--- src/rtl/lif_pkg.sv ---
// Shared constants and helpers for the parametrised LIF network.
// Config addresses sit directly after the N_IN weight slots.
package lif_pkg;

    localparam int THR_DEFAULT_C  = 200;
    localparam int LEAK_DEFAULT_C = 1;
    localparam int LEAK_W         = 3;

    function automatic int addr_thr_l1(input int n_in);
        return n_in;
    endfunction

    function automatic int addr_thr_out(input int n_in);
        return n_in + 1;
    endfunction

    function automatic int addr_leak(input int n_in);
        return n_in + 2;
    endfunction

    function automatic logic [63:0] sat_inc(
        input logic [63:0] v,
        input logic [63:0] max
    );
        return (v >= max) ? max : v + 64'd1;
    endfunction

endpackage

--- src/rtl/lif_neuron_param.sv ---
// Single leaky integrate-and-fire neuron with refractory hold.
// Spike and membrane are both registered; ena=0 freezes state.
module lif_neuron_param
    import lif_pkg::*;
#(
    parameter int W      = 8,
    parameter int REFRAC = 2
) (
    input  logic              clk,
    input  logic              rst_n,
    input  logic              ena,
    input  logic [W-1:0]      current,
    input  logic [W-1:0]      thr,
    input  logic [LEAK_W-1:0] leak_shift,
    output logic              spike,
    output logic [W-1:0]      state
);

    localparam int RW = (REFRAC > 0) ? $clog2(REFRAC + 1) : 1;

    logic [W-1:0]  v_q, v_d;
    logic [RW-1:0] rc_q, rc_d;
    logic          spk_q, spk_d;
    logic [W:0]    acc;

    // v - (v >> s) never underflows, so only the add needs the extra bit
    always_comb begin
        acc   = {1'b0, v_q} - {1'b0, (v_q >> leak_shift)} + {1'b0, current};
        v_d   = v_q;
        rc_d  = rc_q;
        spk_d = 1'b0;
        if (ena) begin
            if (rc_q != '0) begin
                rc_d = rc_q - RW'(1);
                v_d  = '0;
            end else if (acc >= {1'b0, thr}) begin
                spk_d = 1'b1;
                v_d   = '0;
                rc_d  = RW'(REFRAC);
            end else begin
                v_d = acc[W] ? '1 : acc[W-1:0];
            end
        end
    end

    always_ff @(posedge clk or negedge rst_n) begin
        if (!rst_n) begin
            v_q   <= '0;
            rc_q  <= '0;
            spk_q <= 1'b0;
        end else begin
            v_q   <= v_d;
            rc_q  <= rc_d;
            spk_q <= spk_d;
        end
    end

    assign spike = spk_q;
    assign state = v_q;

endmodule

--- src/rtl/lif_network_param.sv ---
// N_IN LIF neurons -> clamped signed weighted sum -> output LIF neuron,
// with runtime config registers and a saturating output-spike counter.
module lif_network_param
    import lif_pkg::*;
#(
    parameter int N_IN         = 8,
    parameter int W            = 8,
    parameter int WGT_W        = 4,
    parameter int REFRAC       = 2,
    parameter int THR_DEFAULT  = THR_DEFAULT_C,
    parameter int LEAK_DEFAULT = LEAK_DEFAULT_C,
    parameter int CNT_W        = 16
) (
    input  logic                       clk,
    input  logic                       rst_n,
    input  logic                       ena,
    input  logic [N_IN*W-1:0]          current,
    input  logic                       cfg_we,
    input  logic [$clog2(N_IN+3)-1:0]  cfg_addr,
    input  logic [W-1:0]               cfg_data,
    input  logic                       cnt_clr,
    output logic [N_IN-1:0]            l1_spikes,
    output logic                       spike_out,
    output logic [W-1:0]               state_out,
    output logic [CNT_W-1:0]           spike_count
);

    localparam int AW = $clog2(N_IN + 3);
    localparam int SW = W + $clog2(N_IN) + WGT_W;
    localparam logic [CNT_W-1:0] CNT_MAX = '1;

    logic [N_IN-1:0][WGT_W-1:0] wgt_q, wgt_d;
    logic [W-1:0]               thr_l1_q, thr_l1_d;
    logic [W-1:0]               thr_out_q, thr_out_d;
    logic [LEAK_W-1:0]          leak_q, leak_d;
    logic [W-1:0]               sum_q, sum_d;
    logic [CNT_W-1:0]           cnt_q, cnt_d;
    logic signed [SW-1:0]       s_c;

    always_comb begin
        wgt_d     = wgt_q;
        thr_l1_d  = thr_l1_q;
        thr_out_d = thr_out_q;
        leak_d    = leak_q;
        if (cfg_we) begin
            for (int i = 0; i < N_IN; i++) begin
                if (cfg_addr == AW'(i)) wgt_d[i] = cfg_data[WGT_W-1:0];
            end
            if (cfg_addr == AW'(addr_thr_l1(N_IN)))  thr_l1_d  = cfg_data;
            if (cfg_addr == AW'(addr_thr_out(N_IN))) thr_out_d = cfg_data;
            if (cfg_addr == AW'(addr_leak(N_IN)))    leak_d    = cfg_data[LEAK_W-1:0];
        end
    end

    // Signed sum of fired weights, clamped into the unsigned current range
    always_comb begin
        s_c = '0;
        for (int i = 0; i < N_IN; i++) begin
            if (l1_spikes[i]) begin
                s_c = s_c + {{(SW-WGT_W){wgt_q[i][WGT_W-1]}}, wgt_q[i]};
            end
        end
        sum_d = sum_q;
        if (ena) begin
            if (s_c[SW-1])          sum_d = '0;
            else if (|s_c[SW-2:W])  sum_d = '1;
            else                    sum_d = s_c[W-1:0];
        end
    end

    always_comb begin
        cnt_d = cnt_q;
        if (cnt_clr) begin
            cnt_d = '0;
        end else if (ena && spike_out) begin
            cnt_d = CNT_W'(sat_inc(64'(cnt_q), 64'(CNT_MAX)));
        end
    end

    always_ff @(posedge clk or negedge rst_n) begin
        if (!rst_n) begin
            for (int i = 0; i < N_IN; i++) wgt_q[i] <= WGT_W'(1);
            thr_l1_q  <= W'(THR_DEFAULT);
            thr_out_q <= W'(THR_DEFAULT);
            leak_q    <= LEAK_W'(LEAK_DEFAULT);
            sum_q     <= '0;
            cnt_q     <= '0;
        end else begin
            wgt_q     <= wgt_d;
            thr_l1_q  <= thr_l1_d;
            thr_out_q <= thr_out_d;
            leak_q    <= leak_d;
            sum_q     <= sum_d;
            cnt_q     <= cnt_d;
        end
    end

    for (genvar i = 0; i < N_IN; i++) begin : g_l1
        logic [W-1:0] v_unused;
        lif_neuron_param #(.W(W), .REFRAC(REFRAC)) u_neuron (
            .clk        (clk),
            .rst_n      (rst_n),
            .ena        (ena),
            .current    (current[i*W +: W]),
            .thr        (thr_l1_q),
            .leak_shift (leak_q),
            .spike      (l1_spikes[i]),
            .state      (v_unused)
        );
    end

    lif_neuron_param #(.W(W), .REFRAC(REFRAC)) u_out (
        .clk        (clk),
        .rst_n      (rst_n),
        .ena        (ena),
        .current    (sum_q),
        .thr        (thr_out_q),
        .leak_shift (leak_q),
        .spike      (spike_out),
        .state      (state_out)
    );

    assign spike_count = cnt_q;

endmodule

--- config.mk ---
export PLATFORM = sky130hd
export DESIGN_NAME = lif_network_param
export DESIGN_NICKNAME = d
export VERILOG_FILES = /design/src/rtl/lif_pkg.sv /design/src/rtl/lif_neuron_param.sv /design/src/rtl/lif_network_param.sv
export SDC_FILE = /design/constraint.sdc
export NUM_CORES = 1
export LEC_CHECK = 0
export ABC_AREA = 1
export CAP_MARGIN = 10
export CORE_MARGIN = 4
export CORE_UTILIZATION = 55
export CTS_CLUSTER_DIAMETER = 80
export DETAILED_ROUTE_END_ITERATION = 6
export DONT_BUFFER_PORTS = 1
export PLACE_DENSITY = 0.77
export SYNTH_ARGS = -nofsm -noshare
export SYNTH_HDL_FRONTEND = slang
export SYNTH_HIERARCHICAL = 1
export SYNTH_SLANG_ARGS = --single-unit
--- constraint.sdc ---
create_clock -name clk -period 25.7 [get_ports clk]
set_input_delay 5.14 -clock clk [delete_from_list [all_inputs] [get_ports clk]]
set_output_delay 5.14 -clock clk [all_outputs]
set_load 0.005 [all_outputs]
==> flow_summary.json, run 1 <==
{
  "synth-xor-area-share": 0.0291,
  "syn_area_per_cell_um2": 6.47,
  "hold_viol": 0,
  "synth_nets": 4049,
  "clock_skew_ns": 0.0134,
  "ctsHoldBuffers": 0,
  "avgViaCountPerCell": 5.33,
  "synth.mux.area_fraction": 0,
  "dieHeight_um": 215,
  "clock_latency_ns": 0.44,
  "cts_tree": "built",
  "hp-class": "reg -> reg",
  "drive_gt1_frac": 0.0499,
  "dp_hpwl_mm": 44.7,
  "yosys.area_share.simple": 0.334,
  "synthAdderAreaFrac": 0.208,
  "cts_resized": 0,
  "endpoint_kind": "flop",
  "cts_inserted_buffers": 17,
  "htreeDepth": 4,
  "drv_cap": 0,
  "dr.max_layer_used": "met5",
  "path_class": "reg -> reg",
  "multi_input_area_um2": 16100,
  "synth_compound_area_frac": 0.113,
  "num_rows": 75,
  "cts.sinks": 174,
  "period_minus_slack_ns": 9.75,
  "crit_path_start_kind": "flop",
  "overflow": 0,
  "fin_crit_sh": 0.379,
  "io_buffers": 0,
  "grt_pass1_wl_mm": 97.5,
  "avgRoutedWirePerCell_um": 13.8,
  "cp_top_family": "simple AND/OR/NAND/NOR gates",
  "setup_violations": 0,
  "regArea_um2": 4380,
  "design.core.area_um2": 42000,
  "drc": 0,
  "final_nets": 4018,
  "yosysSeqAreaShare": 0.186,
  "fmax_mhz": 103,
  "syn_inst": 3628,
  "async_flop_share": 1.00,
  "grt.total_usage": 0.248,
  "post-cts-setup-buffers": 0,
  "die_x_um": 215,
  "place_congestion": 0.929,
  "drt_iter0_markers": 1621,
  "cts.reportedPaths.clkPinSlew_ns": 0.06,
  "ys_types": 51,
  "grt_pass1_vias": 20699,
  "relSlewSlack": 0.397,
  "totalWireLength_mm": 57.1,
  "clockBufferDepth": 2,
  "cp_max_fo": 8,
  "tightest_slew_ns": 0.901,
  "crit_buf_inv": 5,
  "synth_top_family_by_area": "simple AND/OR/NAND/NOR gates",
  "synth_area_um2": 23500,
  "ys_ff_latch": 174,
  "crit_top_cell": "nand2_1",
  "area_growth_pct": 4.66,
  "root_buffer": "clkbuf_16",
  "grt_setup_unrepaired": "no",
  "antenna_left": 0,
  "wl_met1_mm": 27.0,
  "status": "completed",
  "yosys_warnings": 6,
  "totalNegativeSetupSlack_ns": 0,
  "ys.flop_type": "dfrtp_1",
  "initial_utilization": 0.558,
  "ios": 114,
  "dieArea_um2": 46100,
  "met3_length_mm": 2.83,
  "n_antenna_cell": 0,
  "route.met2.wl_mm": 26.4,
  "antenna_found_initial": 3,
  "crit_required_ns": 26.07,
  "cp.arrival_ns": 10.12,
  "num_vias": 22121,
  "firstDrtPassIters": 5,
  "finalMaxSlewViolations": 0,
  "synth_edf_count": 0,
  "num-fill-cells": 4099,
  "worst_path_largest_cell_delay_ns": 0.53,
  "grt_max_degree": 175,
  "cp_slowest_cell": "dfstp_2"
}
==> cell usage in the layout (no fill, tap or decap), types with 25 or more instances in the layout <==
| cell type | n |
|---|---|
| nand3_1 | 263 |
| xor2_1 | 43 |
| dfrtp_1 | 157 |
| nand2_1 | 1067 |
| inv_1 | 731 |
| nand2_2 | 33 |
| ha_1 | 257 |
| or2_2 | 30 |
| a21oi_1 | 142 |
| nand4_1 | 106 |
| xnor2_1 | 35 |
| o211ai_1 | 25 |
| nor2_1 | 185 |
| o21ai_0 | 223 |
| fa_1 | 83 |
==> sequential cells by signal, summed over array words and instances (netlist names) <==
register and count:
g_l1.u_neuron/rc_q 16, g_l1.u_neuron/spike 8, g_l1.u_neuron/state 64, leak_q 3, spike_count 16, sum_q 8, thr_l1_q 8, thr_out_q 8
u_out/rc_q 2, u_out/spike 1, u_out/state 8, wgt_q 32
==> Yosys cell counts (4+ instances only) <==
master    number  area share
nor3_1        18      0.0038
inv_4          5      0.0013
clkbuf_1      27      0.0043
o22ai_1        4      0.0011
nor2_1       185       0.030
nand2_4       13      0.0062
nand2_1     1067        0.17
inv_1        731        0.12
nor2_8         9      0.0077
o21ai_1        7      0.0015
o21ai_0      223       0.048
a21oi_2       10      0.0037
buf_2         22      0.0047
fa_1          83       0.071
nand3_2        9      0.0038
a21o_1         9      0.0029
nand3_1      263       0.056
or2_2         30      0.0080
buf_1          4     0.00064
dfrtp_1      159        0.17
o21ai_2        8      0.0030
a31oi_1        4      0.0011
a21oi_1      142       0.030
xor2_1        43       0.016
o211ai_1      25      0.0080
and2_1        10      0.0027
o21a_1         4      0.0013
a21oi_4        5      0.0035
xnor2_1       35       0.013
o21bai_1      18      0.0058
nand4_1      106       0.028
dfstp_2       15       0.017
nand3b_1      18      0.0058
nand2_2       33      0.0088
ha_1         257        0.14
==> kinds of logic after synthesis <==
group                      after synthesis
DFF                                    174
and+or+nand+nor                       1769
adders and majority gates              340
buffers and inverters                  797
AOI/OAI and AO/OA                      470
xor gates and xnor gates                78
==> worst paths after layout <==
path	from	to	slack (ns)	depth (start not counted)
worst min-delay path	g_l1[6].u_neuron/rc_q[0]$_DFFE_PN0P_	g_l1[6].u_neuron/rc_q[0]$_DFFE_PN0P_	0.48	2
worst max register to register	wgt_q[0]$_DFFE_PN1P_	sum_q[3]$_DFFE_PN0P_	15.95	62
min in group asynchronous	rst_n	spike_count[14]$_DFFE_PN0P_	4.41	0
worst min register to register	g_l1[6].u_neuron/rc_q[0]$_DFFE_PN0P_	g_l1[6].u_neuron/rc_q[0]$_DFFE_PN0P_	0.48	2
worst max-delay path	wgt_q[0]$_DFFE_PN1P_	sum_q[3]$_DFFE_PN0P_	15.95	62
max in group asynchronous	rst_n	wgt_q[0]$_DFFE_PN1P_	20.98	0
==> final cells by class <==
class | instances | area share
Multi-Input combinational cell | 2657 | 0.654
Clock buffer | 23 | 0.0199
Tap cell | 539 | 0.0274
Inverter | 742 | 0.114
Timing Repair Buffer | 5 | 0.00153
Sequential cell | 174 | 0.178
Clock inverter | 9 | 0.00540
==> worst reg2reg max path, delay by kind of cell (launching register included) <==
family	cells	cell delay, ns
AND/OR/NAND/NOR	29	3.15
XOR/XNOR	3	0.40
buffers and inverters	5	0.33
flip-flops	1	0.53
adder cells (fa/ha/maj)	9	3.01
AO/OA/AOI/OAI	16	2.27
==> per-stage QoR <==
| step | worst slack, ns | util | cells | area (um2) | hold WS [ns] |
|---|---|---|---|---|---|
| after floorplan | 17.01 | - | 3628 | 23500 | 0.442 |
| after global placement | 16.22 | 0.570 | 4117 | 24000 | 0.455 |
| after detailed placement | 16.03 | 0.570 | 4117 | 24000 | 0.462 |
| after CTS | 15.99 | 0.584 | 4149 | 24600 | 0.483 |
| after global routing | 14.82 | 0.584 | 4149 | 24600 | 0.508 |
| final | 15.95 | 0.584 | 4149 | 24600 | 0.478 |
==> metal layers <==
layer  vias up  global-route usage
li1      11426                   -
met1     10146               0.344
met2       476               0.414
met3        67              0.0354
met4         6              0.0534
met5         -                   0
Power of run 1 is left out: the tool's default activity adds up to more than one toggle a clock period on the data nets, which glitch-free logic cannot reach.
==> run 2, diff against run 1 <==
--- a/config.mk
+++ b/config.mk
@@ -12,7 +12,7 @@
 export CTS_CLUSTER_DIAMETER = 80
 export DETAILED_ROUTE_END_ITERATION = 6
 export DONT_BUFFER_PORTS = 1
-export PLACE_DENSITY = 0.77
+export PLACE_DENSITY = 0.8
 export SYNTH_ARGS = -nofsm -noshare
 export SYNTH_HDL_FRONTEND = slang
 export SYNTH_HIERARCHICAL = 1
==> constraint.sdc (replaced) <==
create_clock -name clk -period 8.84 [get_ports clk]
set_input_delay 1.768 -clock clk [delete_from_list [all_inputs] [get_ports clk]]
set_output_delay 1.768 -clock clk [all_outputs]
set_load 0.005 [all_outputs]
==> run 2 against run 1 <==
Net effect:
- the run now ends with setup timing left
- utilization increased by 7.7 points
- clock skew decreased by 0.0032 ns
- cell area increased by 13%
- critical path depth increased by 1
- count of clock-buffer cells in the layout decreased by 5
- global-route usage increased by 1.5 points
- sequential share of layout area decreased by 2.1 points
- flip-flop and latch count unchanged
- via count increased by 6.3%
- maximum frequency increased by 8.6%
- setup slack got worse by 16 ns
- first-iteration DRC count increased by 6.2%
==> flow_summary.json, run 2 (synthesized netlist as in run 1, its figures left out) <==
{
  "status": "complete, but fails checks",
  "violations": "setup timing",
  "reg2reg_to": "sum_q[4]$_DFFE_PN0P_",
  "holdCritStartpoint": "g_l1[6].u_neuron/rc_q[0]$_DFFE_PN0P_",
  "cts_inserted_buffers": 17,
  "num-fill-cells": 3599,
  "place_congestion": 0.914,
  "drt_iter0_markers": 1722,
  "drc": 0,
  "design.core.area_um2": 42000,
  "crit_top_cell": "nand2_1",
  "crit_required_ns": 9.21,
  "period_minus_slack_ns": 8.98,
  "reg2reg_depth": 63,
  "grt_max_degree": 175,
  "setup_violations": 8,
  "firstDrtPassIters": 6,
  "final_nets": 4259,
  "cts.sinks": 174,
  "num_vias": 23518,
  "hp-class": "reg -> reg",
  "endpoint_kind": "flop",
  "grt_pass1_vias": 22057,
  "drv_cap": 0,
  "cp.arrival_ns": 9.35,
  "cp_top_family": "simple AND/OR/NAND/NOR gates",
  "grt_pass1_wl_mm": 104,
  "ios": 114,
  "dieArea_um2": 46100,
  "cts.reportedPaths.clkPinSlew_ns": 0.07,
  "worst_path_largest_cell_delay_ns": 0.55,
  "clock_latency_ns": 0.44,
  "place_ws_ns": -0.687,
  "clock_skew_ns": 0.0102,
  "critPathLaunch": "wgt_q[0]$_DFFE_PN1P_",
  "stdcell_area_um2": 27800,
  "worstReg2RegStart": "wgt_q[0]$_DFFE_PN1P_",
  "avgRoutedWirePerCell_um": 14.4,
  "route.met2.wl_mm": 30.4,
  "wl_met1_mm": 28.0,
  "placed_cell_area_um2": 25300,
  "tightest_slew_ns": 1.01,
  "io_buffers": 0,
  "totalWireLength_mm": 63.4,
  "htreeDepth": 4,
  "path_class": "reg -> reg",
  "totalNegativeSetupSlack_ns": -1.03,
  "dr.max_layer_used": "met5",
  "multi_input_area_um2": 17400,
  "grt.total_usage": 0.263,
  "met3_length_mm": 3.60,
  "root_buffer": "clkbuf_16",
  "ctsHoldBuffers": 0,
  "drive_gt1_frac": 0.176,
  "grt_setup_unrepaired": "yes",
  "largest_reg_flops": 64,
  "antenna_found_initial": 5,
  "dieHeight_um": 215,
  "cts_tree": "built",
  "fin_crit_sh": 1.02,
  "initial_utilization": 0.558,
  "fin_ws_ns": -0.137,
  "relSlewSlack": 0.326,
  "num_rows": 75,
  "area_growth_pct": 18.5,
  "final_common_cell": "nand2_1",
  "fmax_mhz": 111,
  "crit_buf_inv": 11,
  "antenna_left": 0,
  "finalMaxSlewViolations": 0,
  "hold_end": "g_l1[6].u_neuron/rc_q[0]$_DFFE_PN0P_",
  "die_x_um": 215,
  "dp_hpwl_mm": 46.5,
  "crit_path_start_kind": "flop",
  "avgViaCountPerCell": 5.36,
  "regArea_um2": 4380,
  "cp_slowest_cell": "dfstp_2",
  "r2r_slack_ns": -0.14,
  "whs_path_depth": 2,
  "overflow": 0,
  "clockBufferDepth": 2,
  "mostFrequentLayoutCells": "nand2_1 (1008), inv_1 (710), buf_4 (242), nand3_1 (229), ha_1 (212)",
  "hold_viol": 0,
  "cp_max_fo": 8
}
run 2: metal layers:
layer | vias to the layer above | GRT usage
met1 | 10810 | 0.351
li1 | 11933 | -
met5 | - | 0
met2 | 657 | 0.456
met4 | 8 | 0.0618
met3 | 110 | 0.0360
run 2: worst max-delay path by stage:
stage | depth (start not counted) | to
3_3_place_gp | 63 | sum_q[3]$_DFFE_PN0P_
5_1_grt | 60 | sum_q[4]$_DFFE_PN0P_
4_1_cts | 64 | sum_q[5]$_DFFE_PN0P_
2_1_floorplan | 61 | sum_q[0]$_DFFE_PN0P_
6_report | 63 | sum_q[4]$_DFFE_PN0P_
3_5_place_dp | 63 | sum_q[5]$_DFFE_PN0P_
run 2: what timing repair did:
action,4_1_cts,5_1_grt
hold endpoints to repair,0,0
setup endpoints to repair,8,8
buffers inserted,46,14
pin swaps,56,108
resized for setup,141,179
run 2: stage by stage:
stage	util	std cells	hold WS [ns]
after floorplan	-	3628	0.442
after global placement	0.602	4299	0.455
after detailed placement	0.602	4299	0.461
after CTS	0.641	4377	0.477
after global routing	0.662	4391	0.488
final	0.662	4391	0.477
run 2: worst register-to-register path: cells and delay by family (launching register included):
family	cells	cell delay, ns
AO/OA/AOI/OAI	10	1.33
flip-flops	1	0.55
adder cells (fa/ha/maj)	9	2.69
XOR/XNOR	4	0.49
AND/OR/NAND/NOR	29	2.74
buffers and inverters	11	1.12
run 2: cell type report:
type	count	area share
clock inverters	14	0.00729
inverters	742	0.101
clock buffers	18	0.0158
diodes	1	0.0000900
flip-flops and latches	174	0.157
well taps	539	0.0242
multi-input cells	2657	0.627
repair buffers	246	0.0673
Power of run 2 is left out for the same reason.
